### src/rtl/shuffle_unit.sv
// Store-path shuffler: permutes sequential beats by SEW into the lane-interleaved layout
// and hands each lane its slice with an independent handshake.
module shuffle_unit #(
    parameter int unsigned NrLanes    = 4,
    parameter int unsigned DLEN       = 64,
    parameter int unsigned ShfInfoDep = 4,
    parameter int unsigned CntBits    = 8,
    parameter int unsigned IdBits     = 4
) (
    input  logic                        clk_i,
    input  logic                        rst_ni,
    input  logic                        meta_valid_i,
    output logic                        meta_ready_o,
    input  logic [1:0]                  meta_sew_i,
    input  logic [CntBits-1:0]          meta_cmt_cnt_i,
    input  logic [IdBits-1:0]           meta_req_id_i,
    input  logic                        rx_seq_valid_i,
    output logic                        rx_seq_ready_o,
    input  logic [NrLanes*DLEN-1:0]     rx_seq_data_i,
    input  logic [NrLanes*DLEN/4-1:0]   rx_seq_en_i,
    output logic [NrLanes-1:0]          txs_valid_o,
    input  logic [NrLanes-1:0]          txs_ready_i,
    output logic [NrLanes*DLEN-1:0]     txs_data_o,
    output logic [NrLanes*DLEN/4-1:0]   txs_nbe_o,
    output logic [NrLanes-1:0]          txs_last_o,
    output logic [IdBits-1:0]           txs_req_id_o,
    output logic                        req_done_o,
    output logic [IdBits-1:0]           req_done_id_o
);

    localparam int unsigned DataW   = NrLanes * DLEN;
    localparam int unsigned NibW    = DataW / 4;
    localparam int unsigned LaneNib = DLEN / 4;
    localparam int unsigned PtrW    = $clog2(ShfInfoDep);
    localparam logic [PtrW:0] PtrOne = 1;
    localparam logic [CntBits-1:0] CntOne = 1;

    // Info queue; the pointer MSB is the wrap flag.
    logic [1:0]         info_sew_q [ShfInfoDep];
    logic [CntBits-1:0] info_cnt_q [ShfInfoDep];
    logic [IdBits-1:0]  info_id_q  [ShfInfoDep];
    logic [PtrW:0]      wr_ptr_q, rd_ptr_q;

    logic [PtrW-1:0]    wr_idx, rd_idx;
    logic               full, empty;
    logic [1:0]         head_sew;
    logic [CntBits-1:0] head_cnt;
    logic [IdBits-1:0]  head_id;
    logic               head_final;
    logic               enq, accept, deq, drain_ok;

    logic [NrLanes-1:0] valid_q, last_q;
    logic [DataW-1:0]   data_q;
    logic [NibW-1:0]    nbe_q;
    logic [IdBits-1:0]  id_q;

    logic [3:0][DataW-1:0] perm_data;
    logic [3:0][NibW-1:0]  perm_en;

    assign wr_idx     = wr_ptr_q[PtrW-1:0];
    assign rd_idx     = rd_ptr_q[PtrW-1:0];
    assign full       = (wr_idx == rd_idx) && (wr_ptr_q[PtrW] != rd_ptr_q[PtrW]);
    assign empty      = (wr_ptr_q == rd_ptr_q);
    assign head_sew   = info_sew_q[rd_idx];
    assign head_cnt   = info_cnt_q[rd_idx];
    assign head_id    = info_id_q[rd_idx];
    assign head_final = (head_cnt == '0);

    assign drain_ok = &(~valid_q | txs_ready_i);
    assign enq      = meta_valid_i && !full;
    assign accept   = rx_seq_valid_i && rx_seq_ready_o;
    assign deq      = accept && head_final;

    assign meta_ready_o   = !full;
    assign rx_seq_ready_o = !empty && drain_ok;

    // Static permutation per SEW, written as the inverse map: lane nibble -> source nibble.
    for (genvar s = 0; s < 4; s++) begin : g_sew
        for (genvar l = 0; l < NrLanes; l++) begin : g_lane
            for (genvar t = 0; t < LaneNib; t++) begin : g_nib
                localparam int unsigned Src =
                    ((((t >> (s + 1)) * NrLanes) + l) << (s + 1)) + (t & ((2 << s) - 1));
                assign perm_data[s][(l*LaneNib+t)*4 +: 4] = rx_seq_data_i[Src*4 +: 4];
                assign perm_en[s][l*LaneNib+t]            = rx_seq_en_i[Src];
            end
        end
    end

    always_ff @(posedge clk_i or negedge rst_ni) begin
        if (!rst_ni) begin
            wr_ptr_q <= '0;
            rd_ptr_q <= '0;
            valid_q  <= '0;
            last_q   <= '0;
        end else begin
            if (enq) wr_ptr_q <= wr_ptr_q + PtrOne;
            if (deq) rd_ptr_q <= rd_ptr_q + PtrOne;
            // A fresh accept overrides any per-lane clear in the same cycle.
            if (accept) begin
                valid_q <= '1;
                last_q  <= {NrLanes{head_final}};
            end else begin
                valid_q <= valid_q & ~txs_ready_i;
            end
        end
    end

    always_ff @(posedge clk_i) begin
        if (enq) begin
            info_sew_q[wr_idx] <= meta_sew_i;
            info_cnt_q[wr_idx] <= meta_cmt_cnt_i;
            info_id_q[wr_idx]  <= meta_req_id_i;
        end
        if (accept) begin
            if (!head_final) info_cnt_q[rd_idx] <= head_cnt - CntOne;
            data_q <= perm_data[head_sew];
            nbe_q  <= perm_en[head_sew];
            id_q   <= head_id;
        end
    end

    assign txs_valid_o   = valid_q;
    assign txs_data_o    = data_q;
    assign txs_nbe_o     = nbe_q;
    assign txs_last_o    = last_q;
    assign txs_req_id_o  = id_q;
    assign req_done_o    = last_q[0] && (valid_q != '0) && ((valid_q & ~txs_ready_i) == '0);
    assign req_done_id_o = id_q;

endmodule

### config.mk
export PLATFORM = sky130hd
export DESIGN_NAME = shuffle_unit
export DESIGN_NICKNAME = d
export VERILOG_FILES = /design/src/rtl/shuffle_unit.sv
export SDC_FILE = /design/constraint.sdc
export NUM_CORES = 1
export LEC_CHECK = 0
export CELL_PAD_IN_SITES_DETAIL_PLACEMENT = 1
export CELL_PAD_IN_SITES_GLOBAL_PLACEMENT = 1
export CORE_AREA = 4 4 264 266
export DETAILED_ROUTE_END_ITERATION = 7
export DIE_AREA = 0 0 268 270
export GPL_ROUTABILITY_DRIVEN = 0
export PLACE_DENSITY_LB_ADDON = 0.1
export SYNTH_ARGS = -nofsm -noshare
export SYNTH_HDL_FRONTEND = slang
export SYNTH_SLANG_ARGS = --single-unit
### constraint.sdc
create_clock -name clk_i -period 17.7 [get_ports clk_i]
set_input_delay 2.655 -clock clk_i [delete_from_list [all_inputs] [get_ports clk_i]]
set_output_delay 2.655 -clock clk_i [all_outputs]
set_load 0.005 [all_outputs]
==> metrics.txt <==
status finished, final reports clean; global-route wire length before repair approximately 110000 um; post-CTS setup buffers 0; Leak about 9.8 nW; clock tree buffer depth 3; commonest non-fill, non-tap cells in the layout 680 x clkdlybuf4s50_1, 380 x edfxtp_1, 124 x mux2i_1; RSZ-0062 raised after global routing false; initial antenna violation count 23; area of the multi-input gates ~0.0067 mm2; WHS ~490 ps; PortBufs 680; largest net degree at the start of global routing roughly 180; crit path launch type input port; Nets approximately 2200; row count between 90 and 100; TritonCTS clock tree built; number of I/O pins ~680; Final ANT Viol Nets 0; CTS clk-pin slew, worst paths roughly 50 ps; slowest stage delay, CP between 500 and 600 ps; synthesis-to-finish area growth 48.27%; critical path type input port to output pin; Core Area 0.06704 mm2; vias in the first global route 14080; Crit. End Element output pin; most used cell, CP clkdlybuf4s50_1; VDD IR max roughly 0.000087 V; fin. max-slew vios 0; YS warnings 0; CP delay by family, top buffers and inverters; Post-Route WL 74630 um; post-route minimum period about 6800 ps; layout cells sized above 1 a little over an eighth; die area about 0.072 mm2; commonest non-fill, non-tap cell in the layout clkdlybuf4s50_1; DR iter-0 viols 1106; worst path cell trace clkdlybuf4s50_1, nand2b_1, and4_1, and2_1, clkdlybuf4s50_1; CTS root buf clkbuf_16; worst skew pair latency just under 600 ps; hold buffers post-CTS 0; Clock Skew 21.63 ps; Routed wire per std cell between 20 and 30 um; Die W 268 um; #FFs+latches synth approximately 390; PD cells 158.2 mW/mm2; post-synthesis async set-or-reset flop share approximately 2.8%; Fmax between 100 and 150 MHz; Final Hold Viols 0; drt via density between 4 and 5; H-tree depth reported by CTS 2; Required @ worst endpoint ~15000 ps; final setup violation count 0; Syn Nets 1536; sequential area share after synthesis 61.71%; Setup TNS 0 ps; Detailed Place HPWL ~56000 um; Slowest-stage cell, CP clkdlybuf4s50_1; register area ~0.012 mm2; Worst EP arrival 4180 ps; Hold Startpoint wr_ptr_q[2]$_DFFE_PN0N_; Tot GR Track Use 20.02%; count of cell types in the netlist 36; dpl cells between 2000 and 3000; non-filler instance count after layout 2767; Clock Sinks ~390; fillers 6815; CTS resizes 0; period utilization approximately two fifths; synthesized area per cell 15.99 um2; worst hold path type register to register; Max-slew headroom 24.27%; Crit. Startpoint txs_ready_i[0]; Setup WS post-layout roughly 11000 ps; r2r startpoint rd_ptr_q[0]$_DFFE_PN0P_; Worst Path Max Fanout 3; Die Ht 270 um; ys flop type edfxtp_1; first-pass iteration count of the detailed router 5; Worst Tran Pin Value 1136 ps; DRC viols 0; WP buf/inv 2; max-capacitance violation count 0; synthesized area 0.01894 mm2; Cells after Synth 1184; via count ~13000; number of synthesized flops with an enable pin 380; pre-CTS WS 10720 ps; Num CTS Buffers 48; gr ovfl total 0; initial core utilization between 20% and 30%
-- registers in the layout, indices dropped and copies added, names as in the netlist --
name,count
wr_ptr_q,3
info_sew_q,8
txs_data_o,256
info_cnt_q,32
rd_ptr_q,3
info_id_q,16
txs_nbe_o,64
txs_valid_o,4
req_done_id_o,4
txs_last_o,1
-- where the power goes --
part           switching, mW  internal [mW]
Clock                  0.399          0.588
Sequential            0.0907           1.47
Combinational          0.977          0.918
Total                   1.47           2.98
-- cells in the mapped netlist (3+ instances only) --
library cell    n  area [um2]
mux4_2        111        2500
mux2i_1       124        1241
nor3b_4         4       75.07
edfxtp_1      380       11410
and3_1          5       31.28
mux2_4          4       60.06
mux2_1         34       382.9
o21ai_0        62       310.3
inv_1           9       33.78
clkbuf_1       22       82.58
a21oi_1        60       300.3
or2_1           4       25.02
buf_6           4       45.04
nand2b_1        5       31.28
buf_2          40       200.2
mux2_2         50       563.0
nand2_1        70       262.8
nor2_1        103       386.6
xor2_1          4       35.03
dfrtp_1        11       275.3
o22ai_1        20       125.1
buf_4          21       157.7
mux4_1          3       78.83
ha_1           10       125.1
xnor2_1        10       87.58
nand3_1         3       15.01
-- cell type report --
type                       instances  area share, %
antenna                           13         0.1159
clock buffer                      70          4.826
clock inverter                    20         0.7086
inverter                           9         0.1471
multi-input combinational        697          24.03
sequential                       391          41.62
tap                              873          3.890
timing repair buffer             694          24.66
-- worst paths after layout --
check	endpoint	slack, ps	depth (start not counted)
worst max-delay path	rx_seq_ready_o	10870	5
worst min-delay path	wr_ptr_q[2]$_DFFE_PN0N_	490	1
worst max register to register	txs_nbe_o[35]$_DFFE_PP_	13140	5
worst min register to register	wr_ptr_q[2]$_DFFE_PN0N_	490	1
max in group asynchronous	rd_ptr_q[1]$_DFFE_PN0P_	14870	1
min in group asynchronous	txs_valid_o[1]$_DFF_PN0_	2450	1
-- routing by layer --
metal,track usage (%),up-vias,routed length [um]
met2,35.38,440,38990
met1,23.67,6907,28470
met3,5.594,119,5028
met4,5.988,22,2009
li1,-,6001,-
met5,0,-,129
-- stage by stage --
stage	area (um2)	utilization, %	power, mW
floorplan	18940	-	2.683
global placement	26490	39.51	3.489
detailed placement	26490	39.51	3.516
CTS	28040	41.83	4.526
global route	28070	41.87	4.697
finish	28080	41.88	4.442
-- cell families (layout without fill, tap and decap cells) --
family / after synthesis / in the layout / share of synthesized area [%]
mux: 326 / 326 / 25.48
other cells: 0 / 13 / 0
xor+xnor: 14 / 14 / 0.6475
fa+ha+maj: 10 / 10 / 0.6607
compound gates: 143 / 143 / 3.925
flops: 391 / 391 / 61.71
buf+inv: 96 / 793 / 2.742
simple gates: 204 / 204 / 4.830
Note: power is estimated with default switching activity, not from simulation.
